===== src/rtl/grey_int_ctrl_pkg.sv =====
// Shared constants for the grey-statistics interrupt sequencer:
// the FSM state encoding and the default minimum interrupt-pin width.
package grey_stat_pkg;

  localparam int INT_MIN_WIDTH_DEF = 16;

  localparam logic [2:0] S_IDLE      = 3'd0;
  localparam logic [2:0] S_FRAME     = 3'd1;
  localparam logic [2:0] S_WAIT_DONE = 3'd2;
  localparam logic [2:0] S_INT       = 3'd3;
  localparam logic [2:0] S_HOLD      = 3'd4;

endpackage


===== src/rtl/grey_int_ctrl_if.sv =====
// Frame-timing, statistics and interrupt signals of the grey-statistics sequencer.
// The master side drives frame timing and firmware strobes; the slave is the sequencer.
interface grey_int_ctrl_if #(
  parameter int TIMEOUT_WIDTH = 24,
  parameter int CNT_WIDTH     = 16
);
  logic                     i_fval;
  logic                     i_interrupt_en;
  logic                     i_stat_done;
  logic                     i_int_clr;
  logic [TIMEOUT_WIDTH-1:0] iv_timeout;
  logic                     o_interrupt_pin;
  logic                     o_stat_clear;
  logic                     o_busy;
  logic [CNT_WIDTH-1:0]     ov_frame_cnt;
  logic [CNT_WIDTH-1:0]     ov_miss_cnt;

  modport master (
    output i_fval, i_interrupt_en, i_stat_done, i_int_clr, iv_timeout,
    input  o_interrupt_pin, o_stat_clear, o_busy, ov_frame_cnt, ov_miss_cnt
  );

  modport slave (
    input  i_fval, i_interrupt_en, i_stat_done, i_int_clr, iv_timeout,
    output o_interrupt_pin, o_stat_clear, o_busy, ov_frame_cnt, ov_miss_cnt
  );
endinterface


===== src/rtl/grey_int_ctrl.sv =====
// Grey-statistics interrupt sequencer for the 2A path: clears accumulators at frame
// start, raises and holds the interrupt pin until firmware clears it, counts lost frames.
//
// state       | meaning
// S_IDLE      | waiting for a frame-valid rise
// S_FRAME     | frame in progress, accumulating
// S_WAIT_DONE | frame ended, waiting for statistics done or timeout
// S_INT       | pin high, minimum pin width not yet served
// S_HOLD      | pin high, waiting for firmware clear
module grey_int_ctrl
  import grey_stat_pkg::*;
#(
  parameter int INT_MIN_WIDTH = INT_MIN_WIDTH_DEF,
  parameter int TIMEOUT_WIDTH = 24,
  parameter int CNT_WIDTH     = 16
) (
  input  logic            clk,
  input  logic            reset,
  grey_int_ctrl_if.slave  bus
);

  localparam int WW = $clog2(INT_MIN_WIDTH + 1);
  localparam logic [WW-1:0] WIDTH_LAST = WW'(INT_MIN_WIDTH - 1);

  logic [2:0]               state_q, state_d;
  logic                     fval_dly_q;
  logic                     en_dly_q;
  logic [WW-1:0]            width_q, width_d;
  logic [TIMEOUT_WIDTH-1:0] tmo_q, tmo_d;
  logic                     pend_q, pend_d;
  logic                     clear_q, clear_d;
  logic [CNT_WIDTH-1:0]     frame_cnt_q;
  logic [CNT_WIDTH-1:0]     miss_cnt_q;
  logic                     frame_inc, miss_inc;
  logic                     rise, fall, en_fall, tmo_expire;

  assign rise       = bus.i_fval & ~fval_dly_q;
  assign fall       = ~bus.i_fval & fval_dly_q;
  assign en_fall    = en_dly_q & ~bus.i_interrupt_en;
  assign tmo_expire = (bus.iv_timeout != '0) &&
                      (tmo_q == bus.iv_timeout - TIMEOUT_WIDTH'(1));

  always_comb begin
    state_d   = state_q;
    width_d   = width_q;
    tmo_d     = tmo_q;
    pend_d    = pend_q;
    clear_d   = 1'b0;
    frame_inc = 1'b0;
    miss_inc  = 1'b0;
    if (en_fall) begin
      state_d = S_IDLE;
    end else begin
      case (state_q)
        S_IDLE: begin
          if (rise) begin
            clear_d = 1'b1;
            state_d = S_FRAME;
          end
        end
        S_FRAME: begin
          if (fall) begin
            state_d = S_WAIT_DONE;
            tmo_d   = '0;
          end
        end
        S_WAIT_DONE: begin
          tmo_d = tmo_q + TIMEOUT_WIDTH'(1);
          // done outranks both a new frame and timeout expiry
          if (bus.i_stat_done) begin
            if (bus.i_interrupt_en) begin
              state_d   = S_INT;
              width_d   = '0;
              frame_inc = 1'b1;
            end else begin
              state_d = S_IDLE;
            end
          end else if (rise) begin
            miss_inc = 1'b1;
            clear_d  = 1'b1;
            state_d  = S_FRAME;
          end else if (tmo_expire) begin
            miss_inc = 1'b1;
            state_d  = S_IDLE;
          end
        end
        S_INT: begin
          width_d  = width_q + WW'(1);
          miss_inc = rise;
          if (bus.i_int_clr) pend_d = 1'b1;
          if (width_q == WIDTH_LAST) begin
            state_d = (pend_q | bus.i_int_clr) ? S_IDLE : S_HOLD;
          end
        end
        S_HOLD: begin
          miss_inc = rise;
          if (bus.i_int_clr) state_d = S_IDLE;
        end
        default: state_d = S_IDLE;
      endcase
    end
    if (state_d != S_INT) pend_d = 1'b0;
  end

  always_ff @(posedge clk) begin
    if (reset) begin
      state_q     <= S_IDLE;
      fval_dly_q  <= 1'b0;
      en_dly_q    <= 1'b0;
      width_q     <= '0;
      tmo_q       <= '0;
      pend_q      <= 1'b0;
      clear_q     <= 1'b0;
      frame_cnt_q <= '0;
      miss_cnt_q  <= '0;
    end else begin
      state_q    <= state_d;
      fval_dly_q <= bus.i_fval;
      en_dly_q   <= bus.i_interrupt_en;
      width_q    <= width_d;
      tmo_q      <= tmo_d;
      pend_q     <= pend_d;
      clear_q    <= clear_d;
      if (frame_inc) frame_cnt_q <= frame_cnt_q + CNT_WIDTH'(1);
      if (miss_inc && !(&miss_cnt_q)) miss_cnt_q <= miss_cnt_q + CNT_WIDTH'(1);
    end
  end

  assign bus.o_interrupt_pin = (state_q == S_INT) || (state_q == S_HOLD);
  assign bus.o_busy          = (state_q != S_IDLE);
  assign bus.o_stat_clear    = clear_q;
  assign bus.ov_frame_cnt    = frame_cnt_q;
  assign bus.ov_miss_cnt     = miss_cnt_q;

endmodule


===== src/flat_wrapper.sv =====
// flat-port wrapper written by rule: the top's interface ports become plain ports
module grey_int_ctrl_flat import grey_stat_pkg::*;
#(
  parameter int INT_MIN_WIDTH = INT_MIN_WIDTH_DEF,
  parameter int TIMEOUT_WIDTH = 24,
  parameter int CNT_WIDTH     = 16
)
  (clk, reset, bus_i_fval, bus_i_interrupt_en, bus_i_stat_done, bus_i_int_clr, bus_iv_timeout, bus_o_interrupt_pin, bus_o_stat_clear, bus_o_busy, bus_ov_frame_cnt, bus_ov_miss_cnt);
  grey_int_ctrl_if #(.TIMEOUT_WIDTH(TIMEOUT_WIDTH), .CNT_WIDTH(CNT_WIDTH)) bus_i ();
  input  logic clk;
  input  logic reset;
  input wire logic [$bits(bus_i.i_fval)-1:0] bus_i_fval;
  input wire logic [$bits(bus_i.i_interrupt_en)-1:0] bus_i_interrupt_en;
  input wire logic [$bits(bus_i.i_stat_done)-1:0] bus_i_stat_done;
  input wire logic [$bits(bus_i.i_int_clr)-1:0] bus_i_int_clr;
  input wire logic [$bits(bus_i.iv_timeout)-1:0] bus_iv_timeout;
  output wire logic [$bits(bus_i.o_interrupt_pin)-1:0] bus_o_interrupt_pin;
  output wire logic [$bits(bus_i.o_stat_clear)-1:0] bus_o_stat_clear;
  output wire logic [$bits(bus_i.o_busy)-1:0] bus_o_busy;
  output wire logic [$bits(bus_i.ov_frame_cnt)-1:0] bus_ov_frame_cnt;
  output wire logic [$bits(bus_i.ov_miss_cnt)-1:0] bus_ov_miss_cnt;
  assign bus_i.i_fval = bus_i_fval;
  assign bus_i.i_interrupt_en = bus_i_interrupt_en;
  assign bus_i.i_stat_done = bus_i_stat_done;
  assign bus_i.i_int_clr = bus_i_int_clr;
  assign bus_i.iv_timeout = bus_iv_timeout;
  assign bus_o_interrupt_pin = bus_i.o_interrupt_pin;
  assign bus_o_stat_clear = bus_i.o_stat_clear;
  assign bus_o_busy = bus_i.o_busy;
  assign bus_ov_frame_cnt = bus_i.ov_frame_cnt;
  assign bus_ov_miss_cnt = bus_i.ov_miss_cnt;
  grey_int_ctrl #(.INT_MIN_WIDTH(INT_MIN_WIDTH), .TIMEOUT_WIDTH(TIMEOUT_WIDTH), .CNT_WIDTH(CNT_WIDTH)) u_core (.clk(clk), .reset(reset), .bus(bus_i));
endmodule

===== config.mk =====
export PLATFORM = sky130hd
export DESIGN_NAME = grey_int_ctrl_flat
export DESIGN_NICKNAME = d
export VERILOG_FILES = /design/src/rtl/grey_int_ctrl_pkg.sv /design/src/rtl/grey_int_ctrl_if.sv /design/src/rtl/grey_int_ctrl.sv /design/src/flat_wrapper.sv
export SDC_FILE = /design/constraint.sdc
export NUM_CORES = 1
export LEC_CHECK = 0
export ABC_CLOCK_PERIOD_IN_PS = 9500
export BUFFER_PORTS_ARGS = -buffer_cell sky130_fd_sc_hd__clkbuf_2
export CORE_MARGIN = 2
export CORE_UTILIZATION = 30
export DETAILED_ROUTE_END_ITERATION = 7
export PLACE_DENSITY = 0.59
export SLEW_MARGIN = 40
export SYNTH_ARGS = -nofsm -noshare
export SYNTH_HDL_FRONTEND = slang
export SYNTH_SLANG_ARGS = --single-unit

===== constraint.sdc =====
create_clock -name clk -period 9.5 [get_ports clk]
set_input_delay 0.95 -clock clk [delete_from_list [all_inputs] [get_ports clk]]
set_output_delay 0.95 -clock clk [all_outputs]
set_load 0.02 [all_outputs]

# After elaboration in Yosys (flattened, before gate mapping)
# Cells that the tools add are included.
dict set report word_totals {
  out_inout_bits 35
  wordCells 76
  reg_bits 68
  in_bits 30
}
dict set report classes {
  n_reduce_logical 16
  n_addsub 5
  bitwise_logic 8
  n_mux 28
  eq_ne 10
}
# op count
set op_table {}
lappend op_table {{$pmux W24 S2} 1}
lappend op_table {{$add A16 B1 Y16 const B} 2}
lappend op_table {{$mux W3} 9}
lappend op_table {{$add A24 B1 Y24 const B} 1}
lappend op_table {{$eq A24 B24 Y1} 1}
lappend op_table {{$mux W24} 1}
lappend op_table {{$reduce_bool A24 Y1} 1}
lappend op_table {{$sub A24 B1 Y24 const B} 1}
lappend op_table {{$reduce_and A16 Y1} 1}
lappend op_table {{$pmux W3 S5} 1}
lappend op_table {{$mux W1} 10}
lappend op_table {{$mux W5} 2}
lappend op_table {{$pmux W5 S2} 1}
lappend op_table {{$eq A3 B2 Y1 const B} 2}
lappend op_table {{$reduce_and A3 Y1} 2}
lappend op_table {{$reduce_or A2 Y1} 3}
lappend op_table {{$add A5 B1 Y5 const B} 1}
lappend op_table {{$eq A5 B4 Y1 const B} 1}
lappend op_table {{$ne A2 B2 Y1 const B} 2}
lappend op_table {{$not A1 Y1} 4}
lappend op_table {{$pmux W1 S2} 2}
lappend op_table {{$reduce_and A4 Y1} 1}
lappend op_table {{$reduce_bool A2 Y1} 2}
lappend op_table {{$and A1 B1 Y1} 3}
lappend op_table {{other kinds (11)} 12}

# Logic depth before layout (Yosys ltp)
# Gate-level depths: netlist (run 1).
dict set report logic_depth {
  ltp_word 10
  ltp_mapped 13
  depth_no_buf 10
}

# Worst setup path before layout (run 1)
# Ideal clock, no wire load.
dict set report synth_path {
  path_kind {input -> register}
  start {input port bus_iv_timeout[5]}
  end {register u_core.miss_cnt_q[5] (netlist: u_core.bus.ov_miss_cnt[5])}
  t_required_ns 9.379
  setup_ns 0.121
  path_stages 10
  path_buffers 2
  slack_ns 5.821
  arrival_ns 3.558
  path_cell_list {clkbuf_1 or3_1 or4_1 and3_1 a2111oi_0 and4_1 a31oi_1 buf_2 nor4_1 mux2_2}
}
dict set report synth_between {
  elab_chain_len 9
  word_cells_on_any_way 10
  classes_between {add/sub: 1; eq/ne: 1; mux: 5; reduce/logical: 3}
}
# element line
set synth_lines {}
lappend synth_lines {{from (decl)} flat_wrapper.sv:16} ;# input wire logic [$bits(bus_i.iv_timeout)-1:0] bus_iv_timeout;
lappend synth_lines {{$sub A24 B1 Y24} grey_int_ctrl.sv:41} ;# (tmo_q == bus.iv_timeout - TIMEOUT_WIDTH'(1));
lappend synth_lines {{$eq A24 B24 Y1} grey_int_ctrl.sv:41}
lappend synth_lines {{$logic_and A1 B1 Y1 (*)} grey_int_ctrl.sv:40} ;# assign tmo_expire = (bus.iv_timeout != '0) &&
lappend synth_lines {{$mux W1 (*)} grey_int_ctrl.sv:82} ;# end else if (tmo_expire) begin
lappend synth_lines {{$mux W1 (*)} grey_int_ctrl.sv:78} ;# end else if (rise) begin
lappend synth_lines {{$mux W1 (*)} grey_int_ctrl.sv:70} ;# if (bus.i_stat_done) begin
lappend synth_lines {{$pmux W1 S2 (*)} grey_int_ctrl.sv:54} ;# case (state_q)
lappend synth_lines {{$mux W1 (*)} grey_int_ctrl.sv:51} ;# if (en_fall) begin
lappend synth_lines {{$logic_and A1 B1 Y1 (*)} grey_int_ctrl.sv:125} ;# if (miss_inc && !(&miss_cnt_q)) miss_cnt_q <= miss_cnt_q + CNT_WIDTH'(1);
lappend synth_lines {{to (signal assigned)} grey_int_ctrl.sv:125}
lappend synth_lines {{to (decl)} grey_int_ctrl.sv:33} ;# logic [CNT_WIDTH-1:0] miss_cnt_q;
# Mark *: on every way between the ends. The rest lies on a longest branch, timed or not.
# A chain may end at the register's enable or synchronous reset.

# Worst setup path in the final report (run 1)
dict set report layout_path {
  start {input port bus_iv_timeout[15]}
  end {register u_core.miss_cnt_q[5] (netlist: u_core.bus.ov_miss_cnt[5])}
}
# Same word-level chain as after synthesis.

==> impl_metrics.yaml, run 1 <==
status:
  outcome: "finished clean"
cells_and_area:
  drive_gt1_share_pct: 17.1
  fill_cells: 1403
  fin_nets: 598
  antenna_cells: 0
  final_common_cell: "dfxtp_1"
  fin_cells: 743
  syn_to_final_growth_pct: 19.6
  final_cell_mix: "dfxtp_1, nor2_1, clkbuf_2"
  fin_area_um2: 4880
die:
  row_count: 42
  core_um2: 13200
  die_area_um2: 14600
  ios: 65
  start_util_pct: 30.8
  die_h_um: 121
  die-width_um: 121
global_route:
  grt_antenna_before_repair: 0
  grt_pass1_wl_um: 16900
  grt_pass1_vias: 3583
  grt_max_degree: 46
  grt-ovfl-total: 0
  track_usage_pct: 14.1
clock_tree:
  post_cts_buffers: 0
  htreeDepth: 3
  cts_resized: 0
  clock-sinks: 68
  clkLatencyLatePin_ns: 0.32
  cts_tree: "built"
  ctsHoldBuffers: 0
  cts_root_buffer: "clkbuf_16"
  clk_pin_slew_worst_paths_ns: 0.06
  max-clock-path-buffers: 2
  cts-buffers-inserted: 9
worst_setup_path:
  worst-path-max-fanout: 29
  cp.arrival_ns: 4.23
  worst_setup_path_start_kind: "primary input"
  setup.worst_path.end_class: "register"
  worstPathRequired_ns: 9.71
  path_class: "primary input to register"
timing:
  tightest_slew_ns: 0.765
  setup_violations: 0
  slew_violations: 0
  fin_setup_tns_ns: 0
  fin_hold_ws_ns: 0.497
  slew_headroom_pct: 48.5
  grt_setup_unrepaired: "false"
  fmax_mhz: 249
  final_hold_viol_count: 0
  finClkSkew_ns: 0.00685
  period_needed_ns: 4.02
  fin_crit_sh_pct: 42.3
route:
  drt_pass1_iterations: 5
  routed_wl_um: 10200
  detail-route-antenna-nets: 0
  vias_per_cell: 5.20
  drtIter0Drc: 200
  wl_per_cell_um: 13.7
  vias: 3862
  drc: 0
logic_synthesis:
  yosysSeqAreaShare_pct: 33.3
  syn_area_um2: 4080
  synth_ff_type: "dfxtp_1"
  synth_cells: 504
  avgSynthCellArea_um2: 8.10
  synth_edf_count: 0
  async_flop_share_pct: 0
  synth-seq-cells: 68
  yosysUniqueCellTypes: 60
  yosysWarnings: 0
  synth_nets: 540
run:
  cap_violations: 0
placed_design:
  gp_congestion: 0.918
  post-dp-hpwl_um: 7620
  dp.cells: 727
  placed_area_um2: 4580
  io_buffers: 64
power_and_ir_drop:
  p_per_area_nw_per_um2: 137
  power_leakage_nw: 1.78
  peakVddDrop_mv: 0.0756
min_path:
  hold_path_class: "register to register"
## state kept, by name, summed over array words and instances (netlist names)
register / flops
u_core.pend_q: 1
u_core.bus.ov_frame_cnt: 16
u_core.fval_dly_q: 1
u_core.width_q: 5
u_core.bus.ov_miss_cnt: 16
u_core.state_q: 3
u_core.tmo_q: 24
u_core.bus.o_stat_clear: 1
u_core.en_dly_q: 1
## power by group
part | switching (mW) | internal, mW | total, mW
registers | 0.00197 | 0.287 | 0.289
clock network | 0.123 | 0.210 | 0.333
logic | 0.0311 | 0.0188 | 0.0499
total | 0.156 | 0.515 | 0.671
## final cells by class
type                    instances  area (um^2)  share of cell area (%)
inverters                      11         41.3                   0.845
multi-input cells             408         2640                    54.0
clock inverters                 6         63.8                    1.31
well taps                     176          220                    4.51
flip-flops and latches         68         1360                    27.9
clock buffers                  10          239                    4.89
repair buffers                 64          323                    6.61
## critical path: stages
cell	delay [ns]
clkbuf_2	0.15
nor4_1	0.43
nand4b_2	0.30
or4b_1	0.60
a2111oi_0	0.45
and4_1	0.30
a31oi_4	0.29
nor4_1	0.39
mux2_2	0.36
## cell families (layout without fill, tap and decap cells)
| logic type | after synthesis | after routing | synth area share (%) |
|---|---|---|---|
| AND/OR/NAND/NOR | 250 | 250 | 33.7 |
| AO/OA/AOI/OAI | 83 | 83 | 13.3 |
| flip-flops | 68 | 68 | 33.3 |
| XOR/XNOR | 61 | 61 | 13.1 |
| buffers and inverters | 28 | 91 | 2.60 |
| multiplexers | 8 | 8 | 2.08 |
| adder cells (fa/ha/maj) | 6 | 6 | 1.84 |
## synthesized netlist by cell type, types with 6 or more instances
cell type	n	area share (%)
a21oi_1	26	3.2
and2_1	7	1.1
and3_1	15	2.3
clkbuf_1	14	1.3
dfxtp_1	68	33
ha_1	6	1.8
inv_1	11	1.0
nand2_1	37	3.4
nand2b_1	8	1.2
nand3_1	19	2.3
nand4_1	11	1.7
nor2_1	66	6.1
nor2b_1	11	1.7
nor3_1	9	1.1
nor3b_1	6	1.1
nor4_1	9	1.4
o21ai_0	17	2.1
o31ai_1	10	1.8
or3_1	12	1.8
or4_1	11	2.0
xnor2_1	28	6.0
xor2_1	33	7.1
## per-stage QoR
stage	total power [mW]	setup WS, ns	util [%]
after global routing	0.698	5.22	36.9
after floorplan	0.325	5.82	-
after CTS	0.678	5.49	36.8
final	0.671	5.48	36.9
after detailed placement	0.344	5.16	34.6
after global placement	0.343	4.98	34.5
## metal layers
metal	wire length [um]	GRT usage, %
met1	4910	19.0
met2	4500	21.8
met3	674	4.29
met4	91	3.92
met5	0	0
## path summary, 6_finish.rpt
kind	slack, ns	start	depth (start not counted)	to
worst max-delay path	5.48	bus_iv_timeout[15]	9	u_core.bus.ov_miss_cnt[5]$_SDFFE_PP0P_
worst min-delay path	0.50	u_core.width_q[4]$_SDFFE_PP0P_	2	u_core.width_q[4]$_SDFFE_PP0P_
worst max register to register	6.38	u_core.tmo_q[23]$_SDFFE_PP0P_	8	u_core.bus.ov_miss_cnt[5]$_SDFFE_PP0P_
worst min register to register	0.50	u_core.width_q[4]$_SDFFE_PP0P_	2	u_core.width_q[4]$_SDFFE_PP0P_
Power figures use the tool's default switching activity.
==> run 2: changes to the inputs <==
ABC_AREA = 1   (was not set)
ABC_CLOCK_PERIOD_IN_PS = 3400   (was 9500)
PLACE_DENSITY = 0.6   (was 0.59)
clock period = 3.4 ns   (was 9.5 ns; I/O delays follow)
==> run 2 against run 1 <==
  * Die area is 12% higher
  * Power grew to 2.7 times the previous value
  * Wire length is 14% higher
  * Sequential power grew to 2.8 times the previous value
  * Worst setup slack worse by 4.5 ns
  * Final cell count is 32% higher
  * Count of clock-buffer cells in the layout is 1 lower
  * Area after synthesis is 12% higher
  * Synthesized cell count is 43% higher
  * Worst hold slack worse by 0.24 ns
  * Largest cell class unchanged
  * Largest power group unchanged
  * Highest routed layer unchanged
==> impl_metrics.yaml, run 2 <==
die:
  die_h_um: 127
  start_util_pct: 30.4
  core_um2: 15000
  row_count: 45
  die_area_um2: 16300
  die-width_um: 127
  ios: 65
route:
  detail-route-antenna-nets: 0
  drc: 0
  routed_wl_um: 11600
  vias: 4600
  drtIter0Drc: 243
  vias_per_cell: 4.70
  drt_pass1_iterations: 5
  wl_per_cell_um: 11.9
logic_synthesis:
  yosysSeqAreaShare_pct: 29.8
  yosysMostFrequentCell: "nand2_1"
  synth_ff_type: "dfxtp_1"
  synth_nets: 755
  avgSynthCellArea_um2: 6.36
  synth_cells: 719
  synth_edf_count: 0
  async_flop_share_pct: 0
  synth_common_cells: "nand2_1, nor2_1, inv_1"
  yosysWarnings: 0
  synth-seq-cells: 68
  synth.top_cell.area_share_pct: 29.8
  synth_top_area_cell: "dfxtp_1"
  syn_area_um2: 4570
  synth_area_leaders: "dfxtp_1, nand2_1, nor2_1, inv_1, a21oi_1"
  yosysUniqueCellTypes: 38
timing:
  slew_headroom_pct: 63.8
  fmax_mhz: 415
  finClkSkew_ns: 0.00434
  final_hold_viol_count: 0
  setup_violations: 0
  grt_setup_unrepaired: "false"
  tightest_slew_ns: 0.538
  fin_crit_sh_pct: 71.0
  slew_violations: 0
  fin_hold_ws_ns: 0.260
  period_needed_ns: 2.41
  fin_setup_tns_ns: 0
worst_setup_path:
  rr_worst_depth: 13
  critical_path.slowest_cell: "ha_1"
  worst_setup_path_start_kind: "primary input"
  worstPathRequired_ns: 3.60
  path_class: "primary input to register"
  reg2reg_from: "u_core.bus.ov_miss_cnt[0]$_SDFFE_PP0P_"
  critPathLaunch: "bus_iv_timeout[0]"
  slowest_delay_ns: 0.29
  path_cells: "clkbuf_2 -> inv_1 -> ha_1 -> nand2_1 -> nor2_1 -> nand2_1 -> nor2_2 -> nand3_1 -> nand2_1 -> nand2_1 -> nor2_1 -> nand2_1 -> nor2_1 -> nand2_1 -> nand2_2 -> nand2_2 -> nand2_4 -> nand3_4 -> nand2_1 -> a21oi_1"
  setup.worst_path.end_class: "register"
  worst-path-max-fanout: 17
  reg2reg_slack_ns: 1.11
  cp.arrival_ns: 2.61
  critPathMostFrequentCell: "nand2_1"
  r2r_end: "u_core.bus.ov_miss_cnt[9]$_SDFFE_PP0P_"
global_route:
  grt_pass1_wl_um: 20100
  grt_antenna_before_repair: 0
  track_usage_pct: 15.0
  grt_pass1_vias: 4280
  grt_max_degree: 29
  grt-ovfl-total: 0
clock_tree:
  cts_tree: "built"
  htreeDepth: 3
  post_cts_buffers: 0
  cts_resized: 0
  cts_root_buffer: "clkbuf_16"
  cts-buffers-inserted: 9
  max-clock-path-buffers: 2
  clk_pin_slew_worst_paths_ns: 0.06
  ctsHoldBuffers: 0
  clkLatencyLatePin_ns: 0.33
  clock-sinks: 68
cells_and_area:
  max_flop_register: "u_core.tmo_q"
  fin_nets: 822
  final_cell_mix: "nand2_1, nor2_1, inv_1"
  largest_register_ffs: 24
  drive_gt1_share_pct: 14.9
  antenna_cells: 0
  syn_to_final_growth_pct: 17.3
  final_common_cell: "nand2_1"
placed_design:
  gp_congestion: 0.891
  post-dp-hpwl_um: 8960
  io_buffers: 64
min_path:
  hp-start: "bus_i_interrupt_en"
  min_to: "u_core.en_dly_q$_SDFF_PP0_"
  hold_path_class: "primary input to register"
  worstHoldPathCells: 3
run:
  cap_violations: 0
power_and_ir_drop:
  power_leakage_nw: 2.26
  peakVddDrop_mv: 0.353
  p_per_area_nw_per_um2: 341
status:
  outcome: "finished clean"
## run 2: metrics by stage
step / cells / power [mW] / setup WS (ns) / utilization [%] / area (um^2)
detailed placement: 963 / 0.978 / 0.623 / 33.9 / 5090
CTS: 979 / 1.86 / 0.978 / 35.7 / 5370
floorplan: 719 / 0.921 / 1.16 / - / 4570
global placement: 963 / 0.979 / 0.721 / 33.9 / 5090
global route: 979 / 1.92 / 0.630 / 35.7 / 5370
finish: 979 / 1.83 / 0.988 / 35.7 / 5370
## run 2: cell type report
type | instances | area (um^2)
fill | 1626 | 9670
multi-input combinational | 546 | 2800
sequential | 68 | 1360
inverter | 94 | 353
timing repair buffer | 67 | 343
tap | 188 | 235
clock buffer | 9 | 225
clock inverter | 7 | 51.3
## run 2: worst max-delay path by stage
stage                     cells after the start                                 endpoint
after CTS                                    20   u_core.bus.ov_miss_cnt[9]$_SDFFE_PP0P_
after global placement                       20   u_core.bus.ov_miss_cnt[5]$_SDFFE_PP0P_
final                                        20   u_core.bus.ov_miss_cnt[9]$_SDFFE_PP0P_
after floorplan                              20   u_core.bus.ov_miss_cnt[5]$_SDFFE_PP0P_
after global routing                         20  u_core.bus.ov_miss_cnt[11]$_SDFFE_PP0P_
after detailed placement                     20   u_core.bus.ov_miss_cnt[9]$_SDFFE_PP0P_
## run 2: kinds of logic (layout without fill, tap and decap cells)
kind of cell	after synthesis	in the layout	share of synthesized area (%)
fa+ha+maj	6	6	1.64
xor+xnor	37	37	7.08
buf+inv	105	177	9.05
compound gates	82	82	9.60
flops	68	68	29.8
simple gates	421	421	42.9
## run 2: where the power goes
group | total, mW | switching [mW] | internal, mW
clock | 0.869 | 0.372 | 0.497
sequential | 0.805 | 0.00368 | 0.801
combinational | 0.156 | 0.102 | 0.0536
total | 1.83 | 0.479 | 1.35
## run 2: worst max-delay path: cells and delay by family
family          cells  cell delay (ns)
fa+ha+maj           1             0.29
compound gates      1             0.06
buf+inv             2             0.23
simple gates       16             1.68
## run 2: metal layers
layer / vias to the layer above / track usage [%] / part of all wire [%]
met1: 2015 / 20.7 / 52
li1: 2466 / - / -
met3: 10 / 3.56 / 5.6
met5: - / 0 / 0
met4: 0 / 3.68 / 1.1
met2: 109 / 23.6 / 42
